File: src/rtl/bist_run_arbiter.sv
// bist_run_arbiter
//   Shares one BIST pulse-generator controller among NREQ requesters.
//   A round-robin pick launches the generator with a START_CYC-cycle gen_start
//   pulse. The block then follows gen_running/gen_bist_end and returns a one-cycle
//   done pulse to the owner. All outputs are registered.
//   Optional build macro: BIST_ARB_TIMEOUT_EN adds a per-wait-state watchdog,
//   an ERR state and the err pulses. Without it the waits are unbounded and
//   o_err is tied low.
module bist_run_arbiter #(
  parameter int NREQ      = 4,
  parameter int START_CYC = 2,
  parameter int TW        = 8,
  parameter int TIMEOUT   = 255
) (
  input  logic            clk,
  input  logic            reset,
  input  logic [NREQ-1:0] i_req,
  output logic [NREQ-1:0] o_grant,
  output logic [NREQ-1:0] o_done,
  output logic [NREQ-1:0] o_err,
  output logic            o_busy,
  output logic            o_gen_start,
  input  logic            i_gen_running,
  input  logic            i_gen_bist_end
);

  localparam int IW  = (NREQ > 1) ? $clog2(NREQ) : 1;
  localparam int SCW = $clog2(START_CYC + 1);

  typedef enum logic [2:0] {
    S_IDLE     = 3'd0,
    S_START    = 3'd1,
    S_WAIT_RUN = 3'd2,
    S_WAIT_END = 3'd3,
    S_DONE     = 3'd4,
    S_ERR      = 3'd5
  } state_t;

  // Round-robin search: first set request bit at ptr+1, ptr+2, ... (mod NREQ).
  function automatic logic [IW-1:0] rr_pick(input logic [NREQ-1:0] req,
                                            input logic [IW-1:0]   ptr);
    logic [IW-1:0] pick;
    logic          found;
    int            idx;
    logic [IW-1:0] idx_v;
    pick  = ptr;
    found = 1'b0;
    for (int k = 1; k <= NREQ; k++) begin
      idx = int'(ptr) + k;
      if (idx >= NREQ) begin
        idx = idx - NREQ;
      end else begin
        idx = idx;
      end
      idx_v = IW'(idx);
      if (!found && req[idx_v]) begin
        found = 1'b1;
        pick  = idx_v;
      end else begin
        found = found;
      end
    end
    return pick;
  endfunction

  // One-hot expansion of a requester index.
  function automatic logic [NREQ-1:0] to_onehot(input logic [IW-1:0] idx);
    logic [NREQ-1:0] one;
    one = {{(NREQ-1){1'b0}}, 1'b1};
    return one << idx;
  endfunction

  state_t          r_state,     w_state_nxt;
  logic [IW-1:0]   r_ptr,       w_ptr_nxt;
  logic [SCW-1:0]  r_start_cnt, w_start_cnt_nxt;
  logic [NREQ-1:0] r_grant,     w_grant_nxt;
  logic [NREQ-1:0] r_done,      w_done_nxt;
  logic            r_busy,      w_busy_nxt;
  logic            r_gen_start, w_gen_start_nxt;
  logic [IW-1:0]   w_win;
`ifdef BIST_ARB_TIMEOUT_EN
  logic [TW-1:0]   r_wdog,      w_wdog_nxt;
  logic [NREQ-1:0] r_err,       w_err_nxt;
`endif

  assign w_win = rr_pick(i_req, r_ptr);

  // Next-state and next-output decode; every target gets a default first.
  always_comb begin
    w_state_nxt     = r_state;
    w_ptr_nxt       = r_ptr;
    w_start_cnt_nxt = r_start_cnt;
    w_grant_nxt     = r_grant;
    w_done_nxt      = {NREQ{1'b0}};
    w_busy_nxt      = r_busy;
    w_gen_start_nxt = 1'b0;
`ifdef BIST_ARB_TIMEOUT_EN
    w_wdog_nxt      = r_wdog;
    w_err_nxt       = {NREQ{1'b0}};
`endif
    case (r_state)
      S_IDLE: begin
        if (|i_req) begin
          w_state_nxt     = S_START;
          w_ptr_nxt       = w_win;
          w_grant_nxt     = to_onehot(w_win);
          w_busy_nxt      = 1'b1;
          w_gen_start_nxt = 1'b1;
          w_start_cnt_nxt = {SCW{1'b0}};
        end else begin
          w_grant_nxt = {NREQ{1'b0}};
          w_busy_nxt  = 1'b0;
        end
      end
      S_START: begin
        // The launch edge already counted as the first gen_start cycle.
        if (r_start_cnt == SCW'(START_CYC - 1)) begin
          w_state_nxt     = S_WAIT_RUN;
          w_gen_start_nxt = 1'b0;
          w_start_cnt_nxt = {SCW{1'b0}};
`ifdef BIST_ARB_TIMEOUT_EN
          w_wdog_nxt      = {TW{1'b0}};
`endif
        end else begin
          w_start_cnt_nxt = r_start_cnt + 1'b1;
          w_gen_start_nxt = 1'b1;
        end
      end
      S_WAIT_RUN: begin
        // bist_end is still high from the previous run here, so only running counts.
        if (i_gen_running) begin
          w_state_nxt = S_WAIT_END;
`ifdef BIST_ARB_TIMEOUT_EN
          w_wdog_nxt  = {TW{1'b0}};
        end else if (r_wdog == TW'(TIMEOUT)) begin
          w_state_nxt = S_ERR;
          w_err_nxt   = r_grant;
        end else begin
          w_wdog_nxt  = r_wdog + 1'b1;
        end
`else
        end else begin
          w_state_nxt = S_WAIT_RUN;
        end
`endif
      end
      S_WAIT_END: begin
        // A completion in the same cycle as watchdog expiry takes the normal path.
        if (!i_gen_running && i_gen_bist_end) begin
          w_state_nxt = S_DONE;
          w_done_nxt  = r_grant;
`ifdef BIST_ARB_TIMEOUT_EN
        end else if (r_wdog == TW'(TIMEOUT)) begin
          w_state_nxt = S_ERR;
          w_err_nxt   = r_grant;
        end else begin
          w_wdog_nxt  = r_wdog + 1'b1;
        end
`else
        end else begin
          w_state_nxt = S_WAIT_END;
        end
`endif
      end
      S_DONE: begin
        w_state_nxt = S_IDLE;
        w_grant_nxt = {NREQ{1'b0}};
        w_busy_nxt  = 1'b0;
      end
`ifdef BIST_ARB_TIMEOUT_EN
      S_ERR: begin
        w_state_nxt = S_IDLE;
        w_grant_nxt = {NREQ{1'b0}};
        w_busy_nxt  = 1'b0;
      end
`endif
      default: begin
        w_state_nxt = S_IDLE;
        w_grant_nxt = {NREQ{1'b0}};
        w_busy_nxt  = 1'b0;
      end
    endcase
  end

  // State, pointer and registered outputs; reset aborts any run in progress.
  always_ff @(posedge clk) begin
    if (reset) begin
      r_state     <= S_IDLE;
      r_ptr       <= IW'(NREQ - 1);
      r_start_cnt <= {SCW{1'b0}};
      r_grant     <= {NREQ{1'b0}};
      r_done      <= {NREQ{1'b0}};
      r_busy      <= 1'b0;
      r_gen_start <= 1'b0;
    end else begin
      r_state     <= w_state_nxt;
      r_ptr       <= w_ptr_nxt;
      r_start_cnt <= w_start_cnt_nxt;
      r_grant     <= w_grant_nxt;
      r_done      <= w_done_nxt;
      r_busy      <= w_busy_nxt;
      r_gen_start <= w_gen_start_nxt;
    end
  end

`ifdef BIST_ARB_TIMEOUT_EN
  // Watchdog count and err pulse registers.
  always_ff @(posedge clk) begin
    if (reset) begin
      r_wdog <= {TW{1'b0}};
      r_err  <= {NREQ{1'b0}};
    end else begin
      r_wdog <= w_wdog_nxt;
      r_err  <= w_err_nxt;
    end
  end

  assign o_err = r_err;
`else
  assign o_err = {NREQ{1'b0}};
`endif

  assign o_grant     = r_grant;
  assign o_done      = r_done;
  assign o_busy      = r_busy;
  assign o_gen_start = r_gen_start;

endmodule

File: config.mk
export PLATFORM = sky130hd
export DESIGN_NAME = bist_run_arbiter
export DESIGN_NICKNAME = d
export VERILOG_FILES = /design/src/rtl/bist_run_arbiter.sv
export SDC_FILE = /design/constraint.sdc
export NUM_CORES = 1
export LEC_CHECK = 0
export CORE_MARGIN = 1
export CORE_UTILIZATION = 48
export CTS_BUF_LIST = sky130_fd_sc_hd__clkbuf_16
export DETAILED_ROUTE_END_ITERATION = 8
export PLACE_DENSITY = 0.89
export RECOVER_POWER = 25
export SLEW_MARGIN = 20
export SYNTH_ARGS = -nofsm -noshare
export SYNTH_HDL_FRONTEND = slang
export SYNTH_SLANG_ARGS = --single-unit
File: constraint.sdc
create_clock -name clk -period 2.3 [get_ports clk]
set_input_delay 0.23 -clock clk [delete_from_list [all_inputs] [get_ports clk]]
set_output_delay 0.23 -clock clk [all_outputs]
set_load 0.02 [all_outputs]
==> run summary <==
The flow ran to the end, and the final reports show no timing, DRC or antenna violations. The worst hold path depth was 2; the weighted congestion reported at the end of routability-driven placement was 0.818. The worst setup path is launched from a primary input. The final count of pins violating max slew came out at 0. The net count of the finished layout is 103.

Setup repair after global routing left no endpoint under its margin. The tools report the global-route wire length before repair as 2.15 mm. For this configuration, the core starts out at a cell density of 53.7%. The leakage power was 0.372 nW; the ratio of cells with drive above 1 in the final layout was 9.57%. In this run the core area contains 13 standard-cell rows. Part of the Yosys area used for sequential elements: 46.4%. In the global route stage, overall resource usage came out at 20.8%.

The minimum clock period after layout was 1600 ps. The worst register-to-register path ends at o_grant[3]. The repair_antennas step left the layout with diodes totalling 0. Entering global routing, the biggest net connects 12 pins.

Average wire per cell in the routed design: 13.3 um. The number of hold buffers added after CTS was 0. Complex-gate fraction of the synthesized area: 18.9%. The total power draw was 0.963 mW. The half-perimeter wire length after placement was 1.04 mm. By area, the combinational part of the netlist is dominated by simple AND/OR/NAND/NOR gates. The tools report the endpoint of the worst hold path as r_start_cnt[1]. The clock-pin slew on the worst setup and hold paths is 50 ps, and the standard cell core area is 1370 um2. Number of global-route vias before repair: 528. The slack of the worst reg-to-reg path was 860 ps; the x dimension of the die was 41.1 um. Derived from the worst setup path, the maximum achievable clock frequency is 625 MHz.

Remaining design rule violation count: 0. Leaving out fill and tap cells, the most frequent cell in the layout is dfxtp_1. Summed over all instances, the cell type with the most area after synthesis is dfxtp_1.

The library cells used most frequently in the layout, excluding fill and tap cells, are 17 x dfxtp_1, 16 x clkdlybuf4s50_1, 5 x nor2_1, 5 x nand2_1. Summing every instance area after synthesis gives 733 um2. The filler cells instantiated in the layout total 106. The number of storage elements in the synthesis netlist is 17, and the power density of the placed cells is 995 nW/um2.

The critical path goes through dlygate4sd3_1 -> nor3_1 -> nand2_1 -> o41ai_2. The chip height is 41.1 um. The initial antenna violation count is 0. For the sum of negative setup slack, the log shows 0 ps.

The synthesized netlist devotes 1.19% of its cell area to XOR and XNOR gates. Summed over its instances, the top area cell type makes up 46.4% of the synthesized netlist area. The number of clock sinks was 17. TritonCTS buffer count: 3. Slowest stage cell on the critical path: dlygate4sd3_1. The synthesized netlist devotes 0% of its cell area to adder and majority cells.

The mux contribution to synthesized area is 0%. TritonCTS built the clock tree. The final critical path takes up 69.5% of the cycle. The run gives 0 as the number of buffers inserted by post-CTS setup repair. At the pin with the least slew margin, the transition time is 607 ps.

After the first detailed-routing iteration, the DRC count stood at 14. For the number of standard cells in the final layout excluding fillers, the log shows 109. The reg-to-reg critical path startpoint is r_state[2].

The worst hold path begins at r_start_cnt[1]. The run gives 1 as the number of H-tree levels. The maximum clock insertion buffer count is 2, and the count of antenna-violating nets left after detailed routing is 0. For the worst-skew pair, the clock arrives at the later sink with an insertion delay of 240 ps.

Yosys mapped the design onto 32 distinct sky130hd cell types. During I/O placement, the number of pins put on the boundary was 22. Across the run, the number of max-cap violations was 0.

The worst pin sits at a relative slew slack of 59.2%. The number of buffer cells added on primary ports is 17, and the worst clock skew is 1.47 ps. Data on the critical path is required at its endpoint by 2450 ps. The run gives 4 as the count of TritonRoute iterations in the first routing pass. The tightest min-delay check is of the flip-flop to flip-flop type. The root buffer cell chosen for the clock tree is clkbuf_16. The cell count after placement was 105; the vias after detailed routing was 596. The tools report the final global-route overflow total as 0. Along the worst path, the maximum fanout reaches 11. Post-CTS repair changed the size of 0 cells. For this run, the slowest stage of the critical path takes 700 ps. The via density per instance came out at 5.47. The startpoint of the most critical setup path is reset. Dividing the synthesized area by the synthesized cell count gives 9.65 um2. The area share of and/or/nand/nor cells after synthesis was 25.3%.

After detailed routing, the total wire length is 1.45 mm. The critical path is of the primary input to flip-flop type. The run gives 0.772 mV as the peak ir drop on the vdd network.

The run gives 0 as the total count of hold-check failures in the final report. The length in cells of the worst reg-to-reg path works out to 2. During synthesis, Yosys emitted a total of 0 warnings. By area the synthesized netlist is led by dfxtp_1 46%, o41ai_2 4.4%, buf_4 4.1%, and2_1 3.4%, a32o_1 2.7%. Relative to the synthesized area, the layout overhead comes to 32.1%. Setup violations remaining at the end of the flow were counted as 0. The area of the die was 1690 um2; the gate count after technology mapping was 76.

The element type at the critical path end was a flip-flop. The tools report the data arrival time of the worst path as 1750 ps.
where the power goes:
| part | internal, mW | leakage (nW) | switching (mW) |
|---|---|---|---|
| logic | 0.117 | 0.192 | 0.132 |
| clock network | 0.232 | 0.0409 | 0.106 |
| registers | 0.338 | 0.139 | 0.0390 |
critical path: cells and delay by family:
family / cells / cell delay (ps)
AO/OA/AOI/OAI: 1 / 70
buffers and inverters: 1 / 700
AND/OR/NAND/NOR: 2 / 740
final cells by class:
type	count	area [um2]	area share (%)
flip-flops and latches	17	340	35.1
clock inverters	1	5.00	0.517
clock buffers	3	75.1	7.75
well taps	15	18.8	1.94
repair buffers	17	170	17.6
multi-input cells	53	348	35.9
inverters	3	11.3	1.16
per-stage QoR:
step | cell area, um2 | hold slack, ps | util (%) | setup WS, ps
finish | 968 | 436 | 70.9 | 701
global route | 968 | 448 | 70.9 | 562
CTS | 968 | 437 | 70.9 | 734
detailed placement | 888 | 428 | 65.0 | 487
global placement | 888 | 421 | 65.0 | 514
floorplan | 744 | 411 | - | 919
how the worst max path moves through the flow:
stage	depth (start not counted)	slack, ps	endpoint
2_1_floorplan	3	920	o_grant[1]
3_3_place_gp	5	510	o_grant[2]
3_5_place_dp	5	490	o_grant[2]
4_1_cts	5	730	o_grant[2]
5_1_grt	5	560	o_grant[2]
6_report	4	700	o_grant[1]
registers in the layout, summed over array words and instances (netlist names):
signal       count
o_done           4
o_grant          4
r_state          3
r_ptr            2
r_start_cnt      2
o_busy           1
o_gen_start      1
per-layer routing:
metal,global-route usage [%],routed length [um]
met3,9.78,61
met5,0,0
met4,5.00,0
met1,19.6,590
met2,39.5,795
kinds of logic (layout without fill, tap and decap cells):
logic type	after synthesis	in the layout
and+or+nand+nor	31	31
xor gates and xnor gates	1	1
other	1	4
AOI/OAI and AO/OA	17	17
DFF	17	17
buffers and inverters	9	24
cell usage after synthesis:
| cell | number |
|---|---|
| a32o_1 | 2 |
| o21a_1 | 1 |
| o211ai_1 | 1 |
| nor2_1 | 5 |
| or4_4 | 1 |
| nand2_1 | 5 |
| nor2b_1 | 2 |
| and3_1 | 1 |
| nor4_2 | 1 |
| conb_1 | 1 |
| dfxtp_1 | 17 |
| nor3b_1 | 2 |
| a21oi_1 | 2 |
| o41ai_2 | 2 |
| nand2b_1 | 2 |
| o311ai_1 | 1 |
| a2111oi_0 | 1 |
| inv_1 | 3 |
| and2_1 | 4 |
| xnor2_1 | 1 |
| clkbuf_1 | 1 |
| o21ai_0 | 4 |
| nor4_1 | 1 |
| or3b_2 | 1 |
| buf_6 | 1 |
| nand4b_1 | 1 |
| buf_4 | 4 |
| o41ai_1 | 1 |
| and3b_1 | 1 |
| a2bb2oi_1 | 1 |
| nor3_1 | 4 |
| a31oi_1 | 1 |
(Power assumes the default switching activity.)
